$ cat config.mk
export PLATFORM = sky130hd
export DESIGN_NAME = seq_alu
export DESIGN_NICKNAME = d
export VERILOG_FILES = /design/src/rtl/alu_pkg.sv /design/src/rtl/alu_div_nr.sv /design/src/rtl/seq_alu.sv
export SDC_FILE = /design/constraint.sdc
export NUM_CORES = 2
export LEC_CHECK = 0
export ABC_AREA = 0
export CAP_MARGIN = 25
export CORE_MARGIN = 4
export CORE_UTILIZATION = 40
export CTS_BUF_LIST = sky130_fd_sc_hd__clkbuf_8
export CTS_CLUSTER_SIZE = 10
export DETAILED_ROUTE_END_ITERATION = 10
export PLACE_DENSITY_LB_ADDON = 0.15
export RECOVER_POWER = 50
export SLEW_MARGIN = 20
export SYNTH_ARGS = -nofsm -noshare
export SYNTH_HDL_FRONTEND = slang
export SYNTH_SLANG_ARGS = --single-unit
$ cat constraint.sdc
create_clock -name clock -period 10.2 [get_ports clock]
set_clock_uncertainty 0.2 [all_clocks]
set_input_delay 1.02 -clock clock [delete_from_list [all_inputs] [get_ports clock]]
set_output_delay 1.02 -clock clock [all_outputs]
set_load 0.02 [all_outputs]
$ cat src/rtl/alu_pkg.sv
// Shared opcode and state definitions for the sequential ALU and its divider core.
package alu_pkg;

  localparam int OP_W = 4;

  typedef enum logic [OP_W-1:0] {
    OP_OR   = 4'd0,
    OP_AND  = 4'd1,
    OP_NOT  = 4'd2,
    OP_ADD  = 4'd3,
    OP_SUB  = 4'd4,
    OP_SHR  = 4'd5,
    OP_SHRA = 4'd6,
    OP_SHL  = 4'd7,
    OP_ROR  = 4'd8,
    OP_ROL  = 4'd9,
    OP_NEG  = 4'd10,
    OP_MUL  = 4'd11,
    OP_DIV  = 4'd12
  } alu_op_t;

  typedef enum logic [2:0] {
    S_IDLE,
    S_MUL,
    S_DIV,
    S_FIX,
    S_DONE
  } alu_state_t;

endpackage

$ cat src/rtl/alu_div_nr.sv
// Iterative unsigned non-restoring divider: one quotient bit per cycle,
// WIDTH cycles after the start pulse. The remainder is corrected on the output
// side so the caller can read it in the cycle after done_o.
module alu_div_nr #(
  parameter int WIDTH = 32
) (
  input  logic             clock,
  input  logic             clear_n,
  input  logic             start_i,
  input  logic [WIDTH-1:0] dividend_i,
  input  logic [WIDTH-1:0] divisor_i,
  output logic [WIDTH-1:0] quotient_o,
  output logic [WIDTH-1:0] remainder_o,
  output logic             done_o
);

  localparam int SHW = $clog2(WIDTH);

  logic [WIDTH+1:0] rem_q, rem_d;
  logic [WIDTH-1:0] quo_q, quo_d;
  logic [WIDTH-1:0] dvs_q, dvs_d;
  logic [SHW-1:0]   cnt_q, cnt_d;
  logic             active_q, active_d;
  logic [WIDTH+1:0] dvsExt, shifted, trial;

  // One non-restoring step per cycle: add or subtract the divisor depending on
  // the sign of the partial remainder, then shift the new quotient bit in.
  always_comb begin
    rem_d    = rem_q;
    quo_d    = quo_q;
    dvs_d    = dvs_q;
    cnt_d    = cnt_q;
    active_d = active_q;
    dvsExt   = {2'b00, dvs_q};
    shifted  = {rem_q[WIDTH:0], quo_q[WIDTH-1]};
    trial    = rem_q[WIDTH+1] ? (shifted + dvsExt) : (shifted - dvsExt);
    if (start_i) begin
      rem_d    = '0;
      quo_d    = dividend_i;
      dvs_d    = divisor_i;
      cnt_d    = '0;
      active_d = 1'b1;
    end else if (active_q) begin
      rem_d = trial;
      quo_d = {quo_q[WIDTH-2:0], ~trial[WIDTH+1]};
      cnt_d = cnt_q + 1'b1;
      if (cnt_q == SHW'(WIDTH - 1)) begin
        active_d = 1'b0;
      end
    end
  end

  // Iteration registers, cleared by the synchronous reset.
  always_ff @(posedge clock) begin
    if (!clear_n) begin
      rem_q    <= '0;
      quo_q    <= '0;
      dvs_q    <= '0;
      cnt_q    <= '0;
      active_q <= 1'b0;
    end else begin
      rem_q    <= rem_d;
      quo_q    <= quo_d;
      dvs_q    <= dvs_d;
      cnt_q    <= cnt_d;
      active_q <= active_d;
    end
  end

  assign done_o      = active_q && (cnt_q == SHW'(WIDTH - 1));
  assign quotient_o  = quo_q;
  assign remainder_o = rem_q[WIDTH+1] ? (rem_q[WIDTH-1:0] + dvs_q) : rem_q[WIDTH-1:0];

endmodule

$ cat src/rtl/seq_alu.sv
// Multi-cycle ALU with start/busy/done handshake: logic, arithmetic, shifts and
// rotates in one cycle, Booth multiply into HI/LO, signed divide via alu_div_nr.
// Build option: define ALU_BOOTH4_EN for a radix-4 Booth multiplier (WIDTH/2 steps).
module seq_alu
  import alu_pkg::*;
#(
  parameter int WIDTH = 32
) (
  input  logic             clock,
  input  logic             clear_n,
  input  logic             start,
  input  logic [OP_W-1:0]  op,
  input  logic [WIDTH-1:0] a,
  input  logic [WIDTH-1:0] b,
  output logic             busy,
  output logic             done,
  output logic [WIDTH-1:0] result_lo,
  output logic [WIDTH-1:0] result_hi,
  output logic             zero,
  output logic             div_by_zero
);

  localparam int SHW = $clog2(WIDTH);
`ifdef ALU_BOOTH4_EN
  localparam int MUL_ITERS = WIDTH / 2;
`else
  localparam int MUL_ITERS = WIDTH;
`endif

  alu_state_t       state_q, state_d;
  logic [WIDTH-1:0] lo_q, lo_d, hi_q, hi_d;
  logic             zero_q, zero_d, dbz_q, dbz_d;
  logic [WIDTH+1:0] mulAcc_q, mulAcc_d;
  logic [WIDTH-1:0] mulQ_q, mulQ_d, mulM_q, mulM_d;
  logic             mulQm1_q, mulQm1_d;
  logic [SHW-1:0]   cnt_q, cnt_d;
  logic             aSign_q, aSign_d, bSign_q, bSign_d;
  logic [WIDTH+1:0] mExt, boothAdd, boothSum, boothAcc;
  logic [WIDTH-1:0] boothQ;
  logic             boothQm1;
  logic             divStart, divDone;
  logic [WIDTH-1:0] divQuo, divRem, aMag, bMag;

  function automatic logic [WIDTH-1:0] singleOp(input logic [OP_W-1:0] o,
                                               input logic [WIDTH-1:0] x,
                                               input logic [WIDTH-1:0] y);
    logic [SHW-1:0]     s;
    logic [2*WIDTH-1:0] dbl;
    logic [WIDTH-1:0]   r;
    s   = y[SHW-1:0];
    dbl = {x, x};
    case (o)
      OP_OR:   r = x | y;
      OP_AND:  r = x & y;
      OP_NOT:  r = ~x;
      OP_ADD:  r = x + y;
      OP_SUB:  r = x - y;
      OP_SHR:  r = x >> s;
      OP_SHRA: r = $unsigned($signed(x) >>> s);
      OP_SHL:  r = x << s;
      OP_ROR:  begin dbl = dbl >> s; r = dbl[WIDTH-1:0]; end
      OP_ROL:  begin dbl = dbl << s; r = dbl[2*WIDTH-1:WIDTH]; end
      OP_NEG:  r = '0 - x;
      default: r = x;
    endcase
    return r;
  endfunction

  assign aMag = a[WIDTH-1] ? ('0 - a) : a;
  assign bMag = b[WIDTH-1] ? ('0 - b) : b;

  alu_div_nr #(.WIDTH(WIDTH)) u_div (
    .clock       (clock),
    .clear_n     (clear_n),
    .start_i     (divStart),
    .dividend_i  (aMag),
    .divisor_i   (bMag),
    .quotient_o  (divQuo),
    .remainder_o (divRem),
    .done_o      (divDone)
  );

  // One Booth step on the multiplier registers: add/subtract the recoded
  // multiple of the multiplicand, then arithmetic-shift the accumulator pair.
  always_comb begin
    mExt = {{2{mulM_q[WIDTH-1]}}, mulM_q};
`ifdef ALU_BOOTH4_EN
    case ({mulQ_q[1:0], mulQm1_q})
      3'b001, 3'b010: boothAdd = mExt;
      3'b011:         boothAdd = mExt << 1;
      3'b100:         boothAdd = '0 - (mExt << 1);
      3'b101, 3'b110: boothAdd = '0 - mExt;
      default:        boothAdd = '0;
    endcase
    boothSum = mulAcc_q + boothAdd;
    boothAcc = {{2{boothSum[WIDTH+1]}}, boothSum[WIDTH+1:2]};
    boothQ   = {boothSum[1:0], mulQ_q[WIDTH-1:2]};
    boothQm1 = mulQ_q[1];
`else
    case ({mulQ_q[0], mulQm1_q})
      2'b01:   boothAdd = mExt;
      2'b10:   boothAdd = '0 - mExt;
      default: boothAdd = '0;
    endcase
    boothSum = mulAcc_q + boothAdd;
    boothAcc = {boothSum[WIDTH+1], boothSum[WIDTH+1:1]};
    boothQ   = {boothSum[0], mulQ_q[WIDTH-1:1]};
    boothQm1 = mulQ_q[0];
`endif
  end

  // Next-state logic: accept a request in IDLE, iterate MUL/DIV, apply the
  // quotient/remainder signs in FIX, and load the result registers at the
  // step that completes the operation so they stay frozen while busy.
  always_comb begin
    state_d  = state_q;
    lo_d     = lo_q;
    hi_d     = hi_q;
    zero_d   = zero_q;
    dbz_d    = dbz_q;
    mulAcc_d = mulAcc_q;
    mulQ_d   = mulQ_q;
    mulQm1_d = mulQm1_q;
    mulM_d   = mulM_q;
    cnt_d    = cnt_q;
    aSign_d  = aSign_q;
    bSign_d  = bSign_q;
    divStart = 1'b0;
    case (state_q)
      S_IDLE: begin
        if (start) begin
          aSign_d = a[WIDTH-1];
          bSign_d = b[WIDTH-1];
          if (op == OP_MUL) begin
            state_d  = S_MUL;
            mulAcc_d = '0;
            mulQ_d   = a;
            mulQm1_d = 1'b0;
            mulM_d   = b;
            cnt_d    = '0;
          end else if (op == OP_DIV) begin
            if (b == '0) begin
              state_d = S_DONE;
              lo_d    = '1;
              hi_d    = a;
              zero_d  = 1'b0;
              dbz_d   = 1'b1;
            end else begin
              state_d  = S_DIV;
              divStart = 1'b1;
            end
          end else begin
            state_d = S_DONE;
            lo_d    = singleOp(op, a, b);
            hi_d    = '0;
            zero_d  = (lo_d == '0);
            dbz_d   = 1'b0;
          end
        end
      end
      S_MUL: begin
        mulAcc_d = boothAcc;
        mulQ_d   = boothQ;
        mulQm1_d = boothQm1;
        cnt_d    = cnt_q + 1'b1;
        if (cnt_q == SHW'(MUL_ITERS - 1)) begin
          state_d = S_DONE;
          lo_d    = boothQ;
          hi_d    = boothAcc[WIDTH-1:0];
          zero_d  = (boothQ == '0);
          dbz_d   = 1'b0;
        end
      end
      S_DIV: begin
        if (divDone) begin
          state_d = S_FIX;
        end
      end
      S_FIX: begin
        state_d = S_DONE;
        lo_d    = (aSign_q ^ bSign_q) ? ('0 - divQuo) : divQuo;
        hi_d    = aSign_q ? ('0 - divRem) : divRem;
        zero_d  = (lo_d == '0);
        dbz_d   = 1'b0;
      end
      S_DONE: begin
        state_d = S_IDLE;
      end
      default: begin
        state_d = S_IDLE;
      end
    endcase
  end

  // State and datapath registers with synchronous active-low clear.
  always_ff @(posedge clock) begin
    if (!clear_n) begin
      state_q  <= S_IDLE;
      lo_q     <= '0;
      hi_q     <= '0;
      zero_q   <= 1'b0;
      dbz_q    <= 1'b0;
      mulAcc_q <= '0;
      mulQ_q   <= '0;
      mulQm1_q <= 1'b0;
      mulM_q   <= '0;
      cnt_q    <= '0;
      aSign_q  <= 1'b0;
      bSign_q  <= 1'b0;
    end else begin
      state_q  <= state_d;
      lo_q     <= lo_d;
      hi_q     <= hi_d;
      zero_q   <= zero_d;
      dbz_q    <= dbz_d;
      mulAcc_q <= mulAcc_d;
      mulQ_q   <= mulQ_d;
      mulQm1_q <= mulQm1_d;
      mulM_q   <= mulM_d;
      cnt_q    <= cnt_d;
      aSign_q  <= aSign_d;
      bSign_q  <= bSign_d;
    end
  end

  assign busy        = (state_q == S_MUL) || (state_q == S_DIV) || (state_q == S_FIX);
  assign done        = (state_q == S_DONE);
  assign result_lo   = lo_q;
  assign result_hi   = hi_q;
  assign zero        = zero_q;
  assign div_by_zero = dbz_q;

endmodule
== Yosys cells after proc, flatten, opt, wreduce, memory -nomap -nowiden ==
Cells that the tools add are included.
W data, S select, Z words.

* Input bits: 71
* Output and inout port bits: 68
* Logic and storage cells: 150
* Bits in registers: 279

* Add/sub/neg operators: 13
* Bitwise gates (word level): 6
* Equal/unequal tests: 26
* Reductions and logical operators: 18
* Multiplexer cells: 65
* Shifts and indexed selects: 5

{| class="wikitable"
|+ Operators by type and width
! kind !! count
|-
| $mux W32 || 23
|-
| $pmux W32 S11 || 1
|-
| $pmux W32 S3 || 2
|-
| $pmux W34 S2 || 2
|-
| $logic_not A32 Y1 || 4
|-
| $sub A1 B32 Y32 const A || 4
|-
| $mux W34 || 3
|-
| $add A32 B32 Y32 || 2
|-
| $pmux W32 S2 || 1
|-
| $shl A64 B5 Y64 || 1
|-
| $shr A64 B5 Y32 || 1
|-
| $add A34 B32 Y34 || 1
|-
| $add A34 B34 Y34 || 1
|-
| $sub A34 B32 Y34 || 1
|-
| $sub A1 B32 Y33 const A || 1
|-
| $and A32 B32 Y32 || 1
|-
| $not A32 Y32 || 1
|-
| $or A32 B32 Y32 || 1
|-
| $shl A32 B5 Y32 || 1
|-
| $shr A32 B5 Y32 || 1
|-
| $sshr A32 B5 Y32 || 1
|-
| $sub A32 B32 Y32 || 1
|-
| $eq A4 B4 Y1 const B || 5
|-
| $mux W1 || 20
|-
| 30 further kinds || 53
|}

== Logic depth before layout (Yosys ltp) ==
* Depth after elaboration: 11
* Gate-level depth with buffers: 28
* Gate-level depth less buffers: 22

== By module ==
A second synthesis with hierarchy kept.

* Cell total of the unflattened synthesis: 4,377
* Area, all modules: 32,814.0 sq um

{| class="wikitable"
|+ Modules (own cells, without submodules)
! module !! sequential area each (sq um) !! instances !! area an instance (sq um) !! cells each
|-
| seq_alu || 3,483.3 || 1 || 24,353.4 || 3,375
|-
| alu_div_nr || 2,082.0 || 1 || 8,460.6 || 1,002
|}

== Worst setup path before layout ==
No wires, ideal clock.

* Path kind: input port to flip-flop
* Start point: input b[0]
* End point: register zero_q, in the netlist zero
* Data required time: 9,931 ps
* Arrival: 7,009 ps
* Buffers on the path: 6
* Cell stages on the path: 25
* Slack: 2,922 ps
* Setup time: 69 ps
* Path through: buf_2 buf_2 inv_1 buf_4 buf_1 buf_2 buf_1 ha_1 nor3b_1 nand4_1 nand4b_1 or4_1 or2_2 o21ai_0 xor2_1 ha_1 a21oi_1 o21ai_0 nor3_1 o211ai_1 a31o_2 o41ai_1 a21oi_1 or4_1 o21ai_1

* Word-level cells in the longest chain between the ends: 11
* Elaborated cells on any way between the ends: 22
* Classes of those cells: add/sub (2); eq/ne (1); shift (5); mux (9); bitwise (2); reduce/logical (3)

{| class="wikitable"
|+ RTL lines
! what !! line !! RTL
|-
| from (decl) || seq_alu.sv:14 || <nowiki>input logic [WIDTH-1:0] b,</nowiki>
|-
| $sub A32 B32 Y32 (tied with other cells) || seq_alu.sv:57 || <nowiki>OP_SUB: r = x - y;</nowiki>
|-
| $pmux W32 S11 || seq_alu.sv:52 || <nowiki>case (o)</nowiki>
|-
| $mux W32 || seq_alu.sv:141 || <nowiki>end else if (op == OP_DIV) begin</nowiki>
|-
| $mux W32 || seq_alu.sv:134 || <nowiki>if (op == OP_MUL) begin</nowiki>
|-
| $mux W32 || seq_alu.sv:131 || <nowiki>if (start) begin</nowiki>
|-
| $mux W32 || seq_alu.sv:129 || <nowiki>case (state_q)</nowiki>
|-
| $logic_not A32 Y1 || seq_alu.sv:156 || <nowiki>zero_d = (lo_d == '0);</nowiki>
|-
| $mux W1 || seq_alu.sv:141 ||
|-
| $mux W1 || seq_alu.sv:134 ||
|-
| $mux W1 || seq_alu.sv:131 ||
|-
| $pmux W1 S3 || seq_alu.sv:129 ||
|-
| to (signal assigned) || seq_alu.sv:214 || <nowiki>zero_q <= zero_d;</nowiki>
|-
| to (decl) || seq_alu.sv:32 || <nowiki>logic zero_q, zero_d, dbz_q, dbz_d;</nowiki>
|}

Parallel ways exist; a longest one is shown, timed or not. The select of a mux whose other input is x is not followed.
A chain may end at the register's enable or synchronous reset.

== Worst setup path in the final report ==
* Start point: input clear_n
* End point: register u_div.quo_q[0], in the netlist u_div.quotient_o[0]

{| class="wikitable"
|+ RTL lines
! what !! line !! RTL
|-
| from (decl) || seq_alu.sv:10 || <nowiki>input logic clear_n,</nowiki>
|-
| to (signal assigned) || alu_div_nr.sv:63 || <nowiki>quo_q <= quo_d;</nowiki>
|-
| to (decl) || alu_div_nr.sv:20 || <nowiki>logic [WIDTH-1:0] quo_q, quo_d;</nowiki>
|}

No word-level cell between the ends.

==> run_results.csv <==
group,metric,value,unit
synthesis,synth-edff-count,0,
synthesis,synth_commonest_cells,"498 x nor2_1, 449 x nand2_1, 372 x a21oi_1",
cells_and_area,sequential_cell_area,0.00557,mm²
drt,drt_wl_total,163000,µm
drt,post_drt_wl_per_cell,30.0,µm
worst_setup_path,critical_path_peak_fanout,118,
synthesis,yosys_register_bits,278,
grt,grt_antenna_before_repair,10,
grt,grt_start_max_net_pins,119,
place,post_dp_cell_area,0.0347,mm²
cts,clk_pin_slew,0.06,ns
cts,maximum_clock_insertion_buffer_count,3,
cells_and_area,multiInputGateArea,0.0253,mm²
sta,rsz0062_at_grt,"false",
synthesis,synth_most_common_cell,"nor2_1",
synthesis,synth_unique_cells,100,
cts,tritoncts,"built",
worst_setup_path,criticalPathCategory,"input pin to register",
place,buffer_ports.inserted,138,
cells_and_area,area_growth,9.85,%
sta,fmax,124,MHz
cts,clk_latency_worst_skew_pair,0.69,ns
drt,drcViolationCount,0,
sta,max_slew.worst_pin.slew,4.75,ns
grt,grt_use_total,36.2,%
floorplan,floorplan.rows,104,
status,run_status,"finished with violations",
worst_hold_path,worstHoldPathType,"register to register",
drt,vias,37000,
sta,timing.slew.headroom,-218,%
synthesis,most_area_hungry_cell_type_in_the_yosys_netlist,"dfxtp_1",
cells_and_area,nFillCells,8407,
sta,count_of_final_max_slew_check_failures,428,
floorplan,die_w,294,µm
worst_setup_path,cp-end-kind,"register",
cts,root_buffer,"clkbuf_8",
drt,first_pass_iteration_count_of_the_detailed_router,7,
synthesis,syn-cell-area,0.0327,mm²
pwr,cellPowerDensity,113,mW/mm²
grt,grt_pass1_wl,235000,µm
cts,cts.htree.levels,2,
place,hpwlAfterDp,118000,µm
synthesis,synth_top_area_share,17.0,%
pwr,cellLeakagePower,0.0135,µW
cells_and_area,drive_gt1_share,9.80,%
drt,detail_route.vias_per_cell,6.82,
status,violated_checks,"capacitance limit, slew limit",
cts,cts_made_buffers,55,
floorplan,die_height,294,µm
cells_and_area,finish.instance_area,0.0359,mm²
pwr,ir_drop,80.8,µV
floorplan,design.core.area,0.0807,mm²
floorplan,io_pins,139,
synthesis,mean_area_per_synthesized_cell,7.42,µm²
synthesis,post_synth_main_area_contributors,"dfxtp_1 17%, mux4_2 7.4%, nor2_1 5.7%",
sta,finalSetupViolCount,0,
synthesis,synthArstFlopShare,0,%
cells_and_area,nets,4537,
synthesis,synth-seq-area-share,17.0,%
synthesis,ys_warn_count,0,
place,gp_congestion,1.11,
run,drv_cap,7,
sta,totalNegativeSetupSlack,0,ns
worst_setup_path,worst-endpoint-required,10.48,ns
synthesis,syn-instance-count,4402,
cts,cts.sink_count,278,
worst_setup_path,startpoint_type,"input pin",
synthesis,ys_dominant_reg_cell,"dfxtp_1",
cts,cts_hold_repair.buffers,0,
cts,cts-resized-gates,0,
drt,antenna_violating_nets_post_route,0,
synthesis,synth_nets,4623,
cts,post-cts-setup-buffers,0,
floorplan,floorplan.initialDensity,40.5,%
sta,period_share,79.2,%
floorplan,dieArea,0.0863,mm²
sta,report.final.hold_viol_count,0,
sta,period_minus_slack,8.08,ns
grt,grt_overflow_total,0,
drt,first_iter_violations,5326,
grt,first_global_vias,33100,
worst_setup_path,worstPathArrival,8.36,ns
-- final cells by class --
class / count / share of cell area (%)
tap: 1060 / 3.70
antenna: 5 / 0.0349
clock inverter: 29 / 0.530
multi-input combinational: 3645 / 70.5
inverter: 77 / 0.809
timing repair buffer: 259 / 6.25
clock buffer: 70 / 2.68
sequential: 278 / 15.5
-- critical path, cell delays in order --
cell and delay [ns]:
buf_2 0.08, buf_4 0.51, clkinvlp_2 3.74, clkbuf_1 2.15
a221oi_1 0.71
-- power by group --
part	switching, µW	internal, µW	leakage, µW
Clock	552	665	0.000666
Combinational	1050	559	0.0106
Sequential	64.4	1140	0.00226
Total	1670	2370	0.0135
-- flip-flops by register name (all words and copies together) (netlist names) --
name	cells
mulAcc_q	33
zero	1
div_by_zero	1
result_hi	32
state_q	3
u_div.cnt_q	5
bSign_q	1
cnt_q	5
mulM_q	32
u_div.active_q	1
result_lo	32
mulQm1_q	1
u_div.dvs_q	32
u_div.rem_q	34
aSign_q	1
mulQ_q	32
u_div.quotient_o	32
-- metrics by stage --
stage               cells  worst slack [ns]  total power [µW]  hold slack, ns  util (%)
floorplan            4402              2.92              2200           0.241         -
global placement     5312              2.69              2790           0.248      43.0
detailed placement   5318              2.76              2790           0.251      43.1
CTS                  5417              3.44              4020           0.260      44.5
global route         5420              1.60              4190           0.278      44.5
finish               5423              2.12              4040           0.252      44.5
-- metal layers --
| layer | vias up | routed length (µm) | track usage, % |
|---|---|---|---|
| li1 | 16300 | - | - |
| met1 | 17800 | 70400 | 53.0 |
| met2 | 2433 | 64300 | 50.0 |
| met3 | 405 | 21700 | 10.9 |
| met4 | 6 | 6420 | 12.3 |
| met5 | - | 38 | 0 |
-- placed cells by master, fill, tap and decap left out, types with 98 or more instances in the layout --
master    count
a211oi_1    118
a21oi_1     372
buf_4       114
dfxtp_1     275
ha_1        146
mux2i_1     135
mux4_2      108
nand2_1     449
nand3_1      98
nor2_1      495
nor3_1      145
o21ai_0     244
xnor2_1     142
xor2_1      123
-- cell families after synthesis --
logic type | Yosys count | synth area share [%]
adder cells (fa/ha/maj) | 150 | 5.84
XOR/XNOR | 267 | 7.20
AND/OR/NAND/NOR | 1585 | 22.9
AO/OA/AOI/OAI | 1351 | 27.6
flip-flops | 278 | 17.0
multiplexers | 292 | 13.5
buffers and inverters | 479 | 5.88
-- final timing paths --
path	from	end	slack, ns	cells after the start
worst max-delay path	clear_n	u_div.quotient_o[0]	2.12	5
worst min-delay path	result_lo[4]	result_lo[4]	0.25	2
worst max register to register	u_div.dvs_q[9]	u_div.quotient_o[0]	3.99	19
worst min register to register	result_lo[4]	result_lo[4]	0.25	2
Note: power is estimated with default switching activity, not from simulation.
